`src/rtl/in_xif.sv`:
```
`default_nettype none
// +------------------------------------------------------------------+
// | in_xif : CORE-V-XIF memory channel struct types                  |
// | rev 1.0                                                          |
// +------------------------------------------------------------------+
package in_xif;

    localparam int unsigned XIF_ID_WIDTH = 4;
    localparam int unsigned XIF_XLEN     = 32;

    typedef struct packed {
        logic [XIF_ID_WIDTH-1:0] id;
        logic [XIF_XLEN-1:0]     addr;
        logic [1:0]              mode;
        logic                    we;
        logic [2:0]              size;
        logic [XIF_XLEN/8-1:0]   be;
        logic [1:0]              attr;
        logic [XIF_XLEN-1:0]     wdata;
        logic                    last;
        logic                    spec;
    } x_mem_req_t;

    typedef struct packed {
        logic       exc;
        logic [5:0] exccode;
        logic       dbg;
    } x_mem_resp_t;

    typedef struct packed {
        logic [XIF_ID_WIDTH-1:0] id;
        logic [XIF_XLEN-1:0]     rdata;
        logic                    err;
        logic                    dbg;
    } x_mem_result_t;

endpackage
`default_nettype wire

```
`src/rtl/pa_rvfpm.sv`:
```
`default_nettype none
// +------------------------------------------------------------------+
// | pa_rvfpm : shared constants and FSM state type for the FPU model  |
// | rev 1.0                                                          |
// +------------------------------------------------------------------+
package pa_rvfpm;

    localparam logic [5:0] EXC_LD_MISALIGN = 6'd4;
    localparam logic [5:0] EXC_ST_MISALIGN = 6'd6;

    localparam logic [2:0] SIZE_B = 3'd0;
    localparam logic [2:0] SIZE_H = 3'd1;
    localparam logic [2:0] SIZE_W = 3'd2;

    typedef enum logic [0:0] {
        S_IDLE = 1'b0,
        S_REQ  = 1'b1
    } adapter_state_t;

endpackage
`default_nettype wire

```
`src/rtl/rvfpm_sync_fifo.sv`:
```
`default_nettype none
// +------------------------------------------------------------------+
// | rvfpm_sync_fifo : small synchronous FIFO with head look-ahead    |
// | rev 1.0                                                          |
// +------------------------------------------------------------------+
module rvfpm_sync_fifo #(
    parameter int unsigned WIDTH = 5,
    parameter int unsigned DEPTH = 2
) (
    input  logic             ck,
    input  logic             rst,
    input  logic             push,
    input  logic [WIDTH-1:0] din,
    input  logic             pop,
    output logic             full,
    output logic             empty,
    output logic [WIDTH-1:0] head
);

    localparam int unsigned PTR_W = (DEPTH > 1) ? $clog2(DEPTH) : 1;
    localparam int unsigned CNT_W = $clog2(DEPTH + 1);
    localparam logic [PTR_W-1:0] C_LAST_PTR = PTR_W'(DEPTH - 1);
    localparam logic [CNT_W-1:0] C_DEPTH    = CNT_W'(DEPTH);

    logic [WIDTH-1:0] r_mem [DEPTH];
    logic [PTR_W-1:0] r_wr_ptr;
    logic [PTR_W-1:0] r_rd_ptr;
    logic [CNT_W-1:0] r_count;
    logic             w_do_push;
    logic             w_do_pop;

    assign full      = (r_count == C_DEPTH);
    assign empty     = (r_count == '0);
    assign head      = r_mem[r_rd_ptr];
    assign w_do_push = push && !full;
    assign w_do_pop  = pop && !empty;

    // Explicit wrap keeps the pointers valid for any depth, including 1.
    function automatic logic [PTR_W-1:0] next_ptr(input logic [PTR_W-1:0] ptr);
        return (ptr == C_LAST_PTR) ? '0 : ptr + 1'b1;
    endfunction

    always_ff @(posedge ck or negedge rst) begin
        if (!rst) begin
            r_wr_ptr <= '0;
            r_rd_ptr <= '0;
            r_count  <= '0;
        end else begin
            if (w_do_push) r_wr_ptr <= next_ptr(r_wr_ptr);
            if (w_do_pop)  r_rd_ptr <= next_ptr(r_rd_ptr);
            case ({w_do_push, w_do_pop})
                2'b10:   r_count <= r_count + 1'b1;
                2'b01:   r_count <= r_count - 1'b1;
                default: r_count <= r_count;
            endcase
        end
    end

    always_ff @(posedge ck) begin
        if (w_do_push) r_mem[r_wr_ptr] <= din;
    end

endmodule
`default_nettype wire

```
`src/rtl/xif_mem_adapter.sv`:
```
`default_nettype none
// +------------------------------------------------------------------+
// | xif_mem_adapter : XIF memory channel to grant/rvalid bus bridge  |
// | rev 1.0                                                          |
// +------------------------------------------------------------------+
module xif_mem_adapter
    import pa_rvfpm::*;
    import in_xif::*;
#(
    parameter int unsigned X_ID_WIDTH      = 4,
    parameter int unsigned XLEN            = 32,
    parameter int unsigned MAX_OUTSTANDING = 2
) (
    input  logic            ck,
    input  logic            rst,
    input  logic            mem_valid,
    output logic            mem_ready,
    input  x_mem_req_t      mem_req,
    output x_mem_resp_t     mem_resp,
    output logic            mem_result_valid,
    output x_mem_result_t   mem_result,
    output logic            data_req,
    input  logic            data_gnt,
    output logic [XLEN-1:0] data_addr,
    output logic            data_we,
    output logic [3:0]      data_be,
    output logic [XLEN-1:0] data_wdata,
    input  logic            data_rvalid,
    input  logic [XLEN-1:0] data_rdata,
    input  logic            data_err,
    output logic            store_err
);

    adapter_state_t        r_state;
    adapter_state_t        w_state_nxt;

    logic [XLEN-1:0]       r_addr;
    logic [XLEN-1:0]       r_wdata;
    logic [3:0]            r_be;
    logic                  r_we;
    logic [X_ID_WIDTH-1:0] r_id;

    logic                  r_result_valid;
    logic                  r_store_err;
    x_mem_result_t         r_result;

    logic                  w_misaligned;
    logic                  w_accept;
    logic                  w_take;
    logic                  w_pending;
    logic                  w_push;
    logic                  w_pop;
    logic                  w_fifo_full;
    logic                  w_fifo_empty;
    logic [X_ID_WIDTH:0]   w_head;
    logic                  w_unused;

    assign w_misaligned = ((mem_req.size == SIZE_W) && (mem_req.addr[1:0] != 2'b00)) ||
                          ((mem_req.size == SIZE_H) && mem_req.addr[0]);
    assign w_pending    = (r_state == S_REQ);
    assign mem_ready    = rst && !w_pending && !w_fifo_full;
    assign w_accept     = mem_valid && mem_ready;
    assign w_take       = w_accept && !w_misaligned;
    assign w_pop        = data_rvalid && !w_fifo_empty;

    always_comb begin
        mem_resp = '0;
        if (w_accept && w_misaligned) begin
            mem_resp.exc     = 1'b1;
            mem_resp.exccode = mem_req.we ? EXC_ST_MISALIGN : EXC_LD_MISALIGN;
        end
    end

    always_ff @(posedge ck or negedge rst) begin
        if (!rst) r_state <= S_IDLE;
        else      r_state <= w_state_nxt;
    end

    always_comb begin
        w_state_nxt = r_state;
        data_req    = 1'b0;
        w_push      = 1'b0;
        case (r_state)
            S_IDLE: begin
                if (w_take) w_state_nxt = S_REQ;
            end
            S_REQ: begin
                data_req = 1'b1;
                if (data_gnt) begin
                    w_push      = 1'b1;
                    w_state_nxt = S_IDLE;
                end
            end
            default: w_state_nxt = S_IDLE;
        endcase
    end

    // Request register: holds bus fields stable for the whole REQ phase.
    always_ff @(posedge ck or negedge rst) begin
        if (!rst) begin
            r_addr  <= '0;
            r_wdata <= '0;
            r_be    <= '0;
            r_we    <= 1'b0;
            r_id    <= '0;
        end else if (w_take) begin
            r_addr  <= mem_req.addr;
            r_wdata <= mem_req.wdata;
            r_be    <= mem_req.be;
            r_we    <= mem_req.we;
            r_id    <= mem_req.id;
        end
    end

    assign data_addr  = r_addr;
    assign data_wdata = r_wdata;
    assign data_be    = r_be;
    assign data_we    = r_we;

    rvfpm_sync_fifo #(
        .WIDTH (X_ID_WIDTH + 1),
        .DEPTH (MAX_OUTSTANDING)
    ) u_outstanding (
        .ck    (ck),
        .rst   (rst),
        .push  (w_push),
        .din   ({r_id, r_we}),
        .pop   (w_pop),
        .full  (w_fifo_full),
        .empty (w_fifo_empty),
        .head  (w_head)
    );

    always_ff @(posedge ck or negedge rst) begin
        if (!rst) begin
            r_result_valid <= 1'b0;
            r_store_err    <= 1'b0;
            r_result       <= '0;
        end else begin
            r_result_valid <= w_pop && !w_head[0];
            r_store_err    <= w_pop && w_head[0] && data_err;
            if (w_pop && !w_head[0]) begin
                r_result.id    <= w_head[X_ID_WIDTH:1];
                r_result.rdata <= data_rdata;
                r_result.err   <= data_err;
                r_result.dbg   <= 1'b0;
            end
        end
    end

    assign mem_result_valid = r_result_valid;
    assign mem_result       = r_result;
    assign store_err        = r_store_err;

    assign w_unused = &{1'b0, mem_req.mode, mem_req.attr, mem_req.last, mem_req.spec};

endmodule
`default_nettype wire

```
`config.mk`:
```
export PLATFORM = sky130hd
export DESIGN_NAME = xif_mem_adapter
export DESIGN_NICKNAME = d
export VERILOG_FILES = /design/src/rtl/in_xif.sv /design/src/rtl/pa_rvfpm.sv /design/src/rtl/rvfpm_sync_fifo.sv /design/src/rtl/xif_mem_adapter.sv
export SDC_FILE = /design/constraint.sdc
export NUM_CORES = 1
export LEC_CHECK = 0
export BUFFER_PORTS_ARGS = -buffer_cell sky130_fd_sc_hd__buf_2
export CAP_MARGIN = 0
export CORE_UTILIZATION = 48
export CTS_BUF_LIST = sky130_fd_sc_hd__clkbuf_8
export CTS_CLUSTER_DIAMETER = 50
export CTS_CLUSTER_SIZE = 14
export DETAILED_ROUTE_END_ITERATION = 10
export PLACE_DENSITY = 0.89
export SKIP_LAST_GASP = 1
export SYNTH_ARGS = -nofsm -noshare
export SYNTH_HDL_FRONTEND = slang
export SYNTH_SLANG_ARGS = --single-unit
export TNS_END_PERCENT = 100
```
`constraint.sdc`:
```
create_clock -name ck -period 2 [get_ports ck]
set_input_delay 0.2 -clock ck [delete_from_list [all_inputs] [get_ports ck]]
set_output_delay 0.2 -clock ck [all_outputs]
set_load 0.005 [all_outputs]
```
# ---- Word level (Yosys, flattened, before mapping)
# Memories as Yosys holds them, arrays and structs flattened.
# Index checks and enable logic that the tools add are counted.
dict set report word_totals {
  reg_bits 117
  latchBits 0
  ramBits 10
  rom_bits 0
  in_bits 120
  output_inout_bits 119
  word_cells 60
  memories 1
}
# name words width rd rd_ports_with_merged_regs wr line
set mem_list {}
lappend mem_list {u_outstanding.r_mem 2 5 1 0 1 rvfpm_sync_fifo.sv:25} ;# logic [WIDTH-1:0] r_mem [DEPTH];
dict set report classes {
  add_sub_neg 4
  mul 0
  n_div 0
  order_cmp 0
  n_eq_ne 5
  shift 0
  mux 13
  bitwise_logic 1
  reduce_logical 22
}
# op n
set ops {}
lappend ops {{1-bit logical AND} 13}
lappend ops {{1-bit 2-to-1 mux} 9}
lappend ops {{7-bit 2-to-1 mux} 1}
lappend ops {{1-bit zero test} 5}
lappend ops {{2-bit == test, second input constant} 2}
lappend ops {{2-bit case mux with 2 select lines} 1}
lappend ops {{2-bit nonzero test} 2}
lappend ops {{3-bit by 1-bit == test with 1-bit output, second input constant} 1}
lappend ops {{3-bit by 2-bit == test with 1-bit output, second input constant} 1}
lappend ops {{1-bit adder, second input constant} 2}
lappend ops {{2-bit by 1-bit adder with 2-bit output, second input constant} 1}
lappend ops {{2-bit by 1-bit == test with 1-bit output, second input constant} 1}
lappend ops {{2-bit zero test} 1}
lappend ops {{2-bit 2-to-1 mux} 1}
lappend ops {{1-bit case mux with 2 select lines} 1}
lappend ops {{2-bit by 1-bit subtractor with 2-bit output, second input constant} 1}
lappend ops {{1-bit logical OR} 1}
lappend ops {{1-bit NOT} 1}

# ---- Depth between registers and ports, before layout
dict set report depth {
  depth_word 7
  depth_mapped 6
  mapped_depth_nobuf 6
}

# ---- Hierarchy
# A second synthesis with hierarchy kept.
dict set report unflattened {
  cells_unflattened 291
  area_unflattened_um2 5165.0
}
# mod instances cells_per_inst area_each_um2 seq_area_each_um2
set modules_own_cells {}
lappend modules_own_cells {xif_mem_adapter 1 257 4606.9 2827.7}
lappend modules_own_cells {rvfpm_sync_fifo 1 34 558.0 400.4}

# ---- Worst setup path before layout
# Ideal clock, no wire load.
dict set report synth_path {
  path_kind {register to register}
  start {register u_outstanding.r_rd_ptr}
  end {register r_result, in the netlist mem_result[10]}
  setup_ns 0.125
  t_arrival_ns 1.534
  required_ns 1.875
  slack_ns 0.342
  stages_incl_launch_ff 6
  path_buffers 2
  period_less_slack_ns 1.658
  path_cell_list {dfrtp_1 -> buf_6 -> mux2_4 -> nor2_2 -> buf_6 -> mux2_2}
}
dict set report synth_between {
  elab_chain_cells 3
}
# element line
set synth_rtl {}
lappend synth_rtl {{from (decl)} rvfpm_sync_fifo.sv:27} ;# logic [PTR_W-1:0] r_rd_ptr;
lappend synth_rtl {{from (signal assigned)} rvfpm_sync_fifo.sv:50} ;# if (w_do_pop) r_rd_ptr <= next_ptr(r_rd_ptr);
lappend synth_rtl {{memory read 2 x 5 bit} -}
lappend synth_rtl {{1-bit zero test} xif_mem_adapter.sv:142} ;# if (w_pop && !w_head[0]) begin
lappend synth_rtl {{1-bit logical AND} xif_mem_adapter.sv:142}
lappend synth_rtl {{to (decl)} xif_mem_adapter.sv:45} ;# x_mem_result_t r_result;
# No other way between the ends.
# A chain may end at the register's enable or synchronous reset.

==> results_dict.tcl <==
set metrics [dict create \
    cpPeakStageDelay_ns 0.42 \
    cp_slowest_cell "dfrtp_1" \
    core_area_um2 10400 \
    via_per_inst 4.73 \
    end_kind "output port" \
    synth-main-ff-cell "dfrtp_1" \
    cts_sinks 127 \
    setup_slack_ns 0.112 \
    portBuffers 226 \
    cts_root_buffer "clkbuf_8" \
    grt_pass1_vias 3345 \
    globalplace.congestion 0.754 \
    relSlewSlack_pct 59.0 \
    final-setup-viol-count 0 \
    period_share_pct 94.4 \
    io_pins 239 \
    dieArea_um2 11200 \
    final_cell_mix "buf_2, dfrtp_1, dlygate4sd3_1" \
    postLayoutCoreUtil_pct 71.4 \
    antenna_found_initial 0 \
    dp_slack_ns 0.278 \
    grt_use_total_pct 19.6 \
    synth_top_family_by_area "multiplexers" \
    yosysUniqueCellTypes 29 \
    path_class "register to output port" \
    placed_cell_area_um2 6370 \
    drt_pass1_iterations 4 \
    status "finished, final reports clean" \
    cts.repair.resized 0 \
    period_needed_ns 1.89 \
    worst_pin_slew_ns 0.615 \
    vias 3505 \
    critPathRequiredTime_ns 1.80 \
    path_max_fanout 4 \
    final_common_cell "buf_2" \
    grt-ovfl-total 0 \
    synth_edf_count 10 \
    rsz0062_at_grt "true" \
    dr_wl_met2_mm 6.11 \
    rows 37 \
    ir_drop_mv 0.740 \
    start_util_pct 49.8 \
    die_w_um 106 \
    netlist_area_um2 5170 \
    cp_cell_sequence "nand2b_1 > and3_4 > nand2_1 > nor3_1 > buf_2" \
    grt_max_degree 118 \
    seq_area_frac_synth_pct 62.5 \
    yosys.area_share.adder_pct 0.242 \
    critPathBufInv 1 \
    synth_cells 293 \
    leakage_nw 3.79 \
    met1Wirelength_mm 4.75 \
    wl_per_cell_um 15.7 \
    dieHeight_um 106 \
    synth_compound_area_share_pct 1.23 \
    finalHoldViolations 0 \
    htree_levels 4 \
    slew_viol_final 0 \
    met3WireLength_um 683 \
    path_clk_slew_ns 0.07 \
    nets 713 \
    crit_family "simple AND/OR/NAND/NOR gates" \
    syn_to_final_growth_pct 43.2 \
    startpoint_type "register" \
    final_antenna_net_count 0 \
    min_path_type "input pin to register" \
    synthXorXnorAreaFrac_pct 0.847 \
    first_iter_violations 144 \
    clockBufferDepth 2 \
    ys_warn_count 0 \
    post_cts_buffers 0 \
    wirelength_mm 11.6 \
    clk_latency_ns 0.40 \
    dp_hpwl_mm 7.62 \
    async_flop_share_pct 92.1 \
    dp.cells 648 \
    drcViolationCount 0 \
    diodes 0 \
    synth_area_per_cell_um2 17.6 \
    drive_gt1_share_pct 62.0 \
    synth-simple-area-share_pct 1.67 \
    synthMuxAreaShare_pct 28.4 \
    skew_ns 0.0102 \
    final_cells 741 \
    numCtsBuffers 17 \
    design_area_um2 7400 \
    cap_violations 0 \
    max_freq_mhz 530 \
    top_layer_used "met4" \
    ys_ff_latch 127 \
    p_total_mw 10.6 \
    grt_pass1_wl_mm 16.7 \
    cp.arrival_ns 1.69 \
    cts_tree "built" \
    power_density_nw_per_um2 1440 \
]
## metal layers
layer  global-route usage, %  vias up
met5                       0        -
li1                        -     1618
met2                    33.7      162
met4                    6.25        0
met1                    23.8     1719
met3                    5.69        6
## synth_stat cells, drive strengths merged, types with 2 or more instances
cell type,instances,area (µm²)
mux2i,4,40.0
edfxtp,10,300
and3,2,17.5
a21oi,4,20.0
inv,3,11.3
buf,20,249
o21ai,3,15.0
dfrtp,117,2930
nor2,8,32.5
xnor2,4,35.0
mux2,107,1430
## final timing paths
check                      depth (start not counted)                startpoint  slack, ns                         to
max in group asynchronous                          3                       rst       1.06                 data_be[2]
min                                                2            data_rdata[29]       0.03             mem_result[31]
max                                                5  u_outstanding.r_count[0]       0.11                mem_resp[7]
min in group asynchronous                          3                       rst       0.44     u_outstanding.r_rd_ptr
max reg2reg                                        5  u_outstanding.r_count[0]       0.28              data_wdata[5]
min reg2reg                                        0                   r_id[3]       0.49  u_outstanding.r_mem[1][4]
## cell families (layout without fill, tap and decap cells)
family                     count (synthesis)  after routing
muxes                                    111            111
adders and majority gates                  1              1
DFF                                      127            127
AOI/OAI and AO/OA                          9              9
xor gates and xnor gates                   5              5
other                                      1              6
buffers and inverters                     23            330
and+or+nand+nor                           16             16
## metrics by stage
| stage | hold WS, ns | TNS, ns |
|---|---|---|
| after global placement | 0.360 | 0 |
| after global routing | 0.0000119 | -0.0212 |
| after floorplan | -0.0956 | 0 |
| final | 0.0302 | 0 |
| after detailed placement | 0.366 | 0 |
| after CTS | 0.000162 | 0 |
## power by group
group          total, mW  leakage [nW]  switching [mW]  internal [mW]
combinational       3.78          2.10            1.38           2.40
sequential          4.57          1.47           0.719           3.85
clock               2.30         0.218           0.990           1.31
## registers in the layout, summed over array words and instances (netlist names)
| name | flops |
|---|---|
| mem_result | 37 |
| r_id | 4 |
| data_addr | 32 |
| store_err | 1 |
| u_outstanding.r_wr_ptr | 1 |
| data_be | 4 |
| data_wdata | 32 |
| u_outstanding.r_mem | 10 |
| data_we | 1 |
| u_outstanding.r_count | 2 |
| mem_result_valid | 1 |
| r_state | 1 |
| u_outstanding.r_rd_ptr | 1 |
## cell type report
cell class | instances | area, µm²
fillers | 678 | 2970
inverters | 3 | 11.3
well taps | 136 | 170
flip-flops and latches | 127 | 3230
multi-input cells | 148 | 1700
repair buffers | 295 | 1870
clock buffers | 19 | 262
clock inverters | 13 | 161
## what timing repair did
action | CTS | global route
hold buffers | 11 | 50
endpoints found under the setup margin | 0 | 1
endpoints found under the hold margin | 127 | 50
Note: power is estimated with default switching activity, not from simulation.
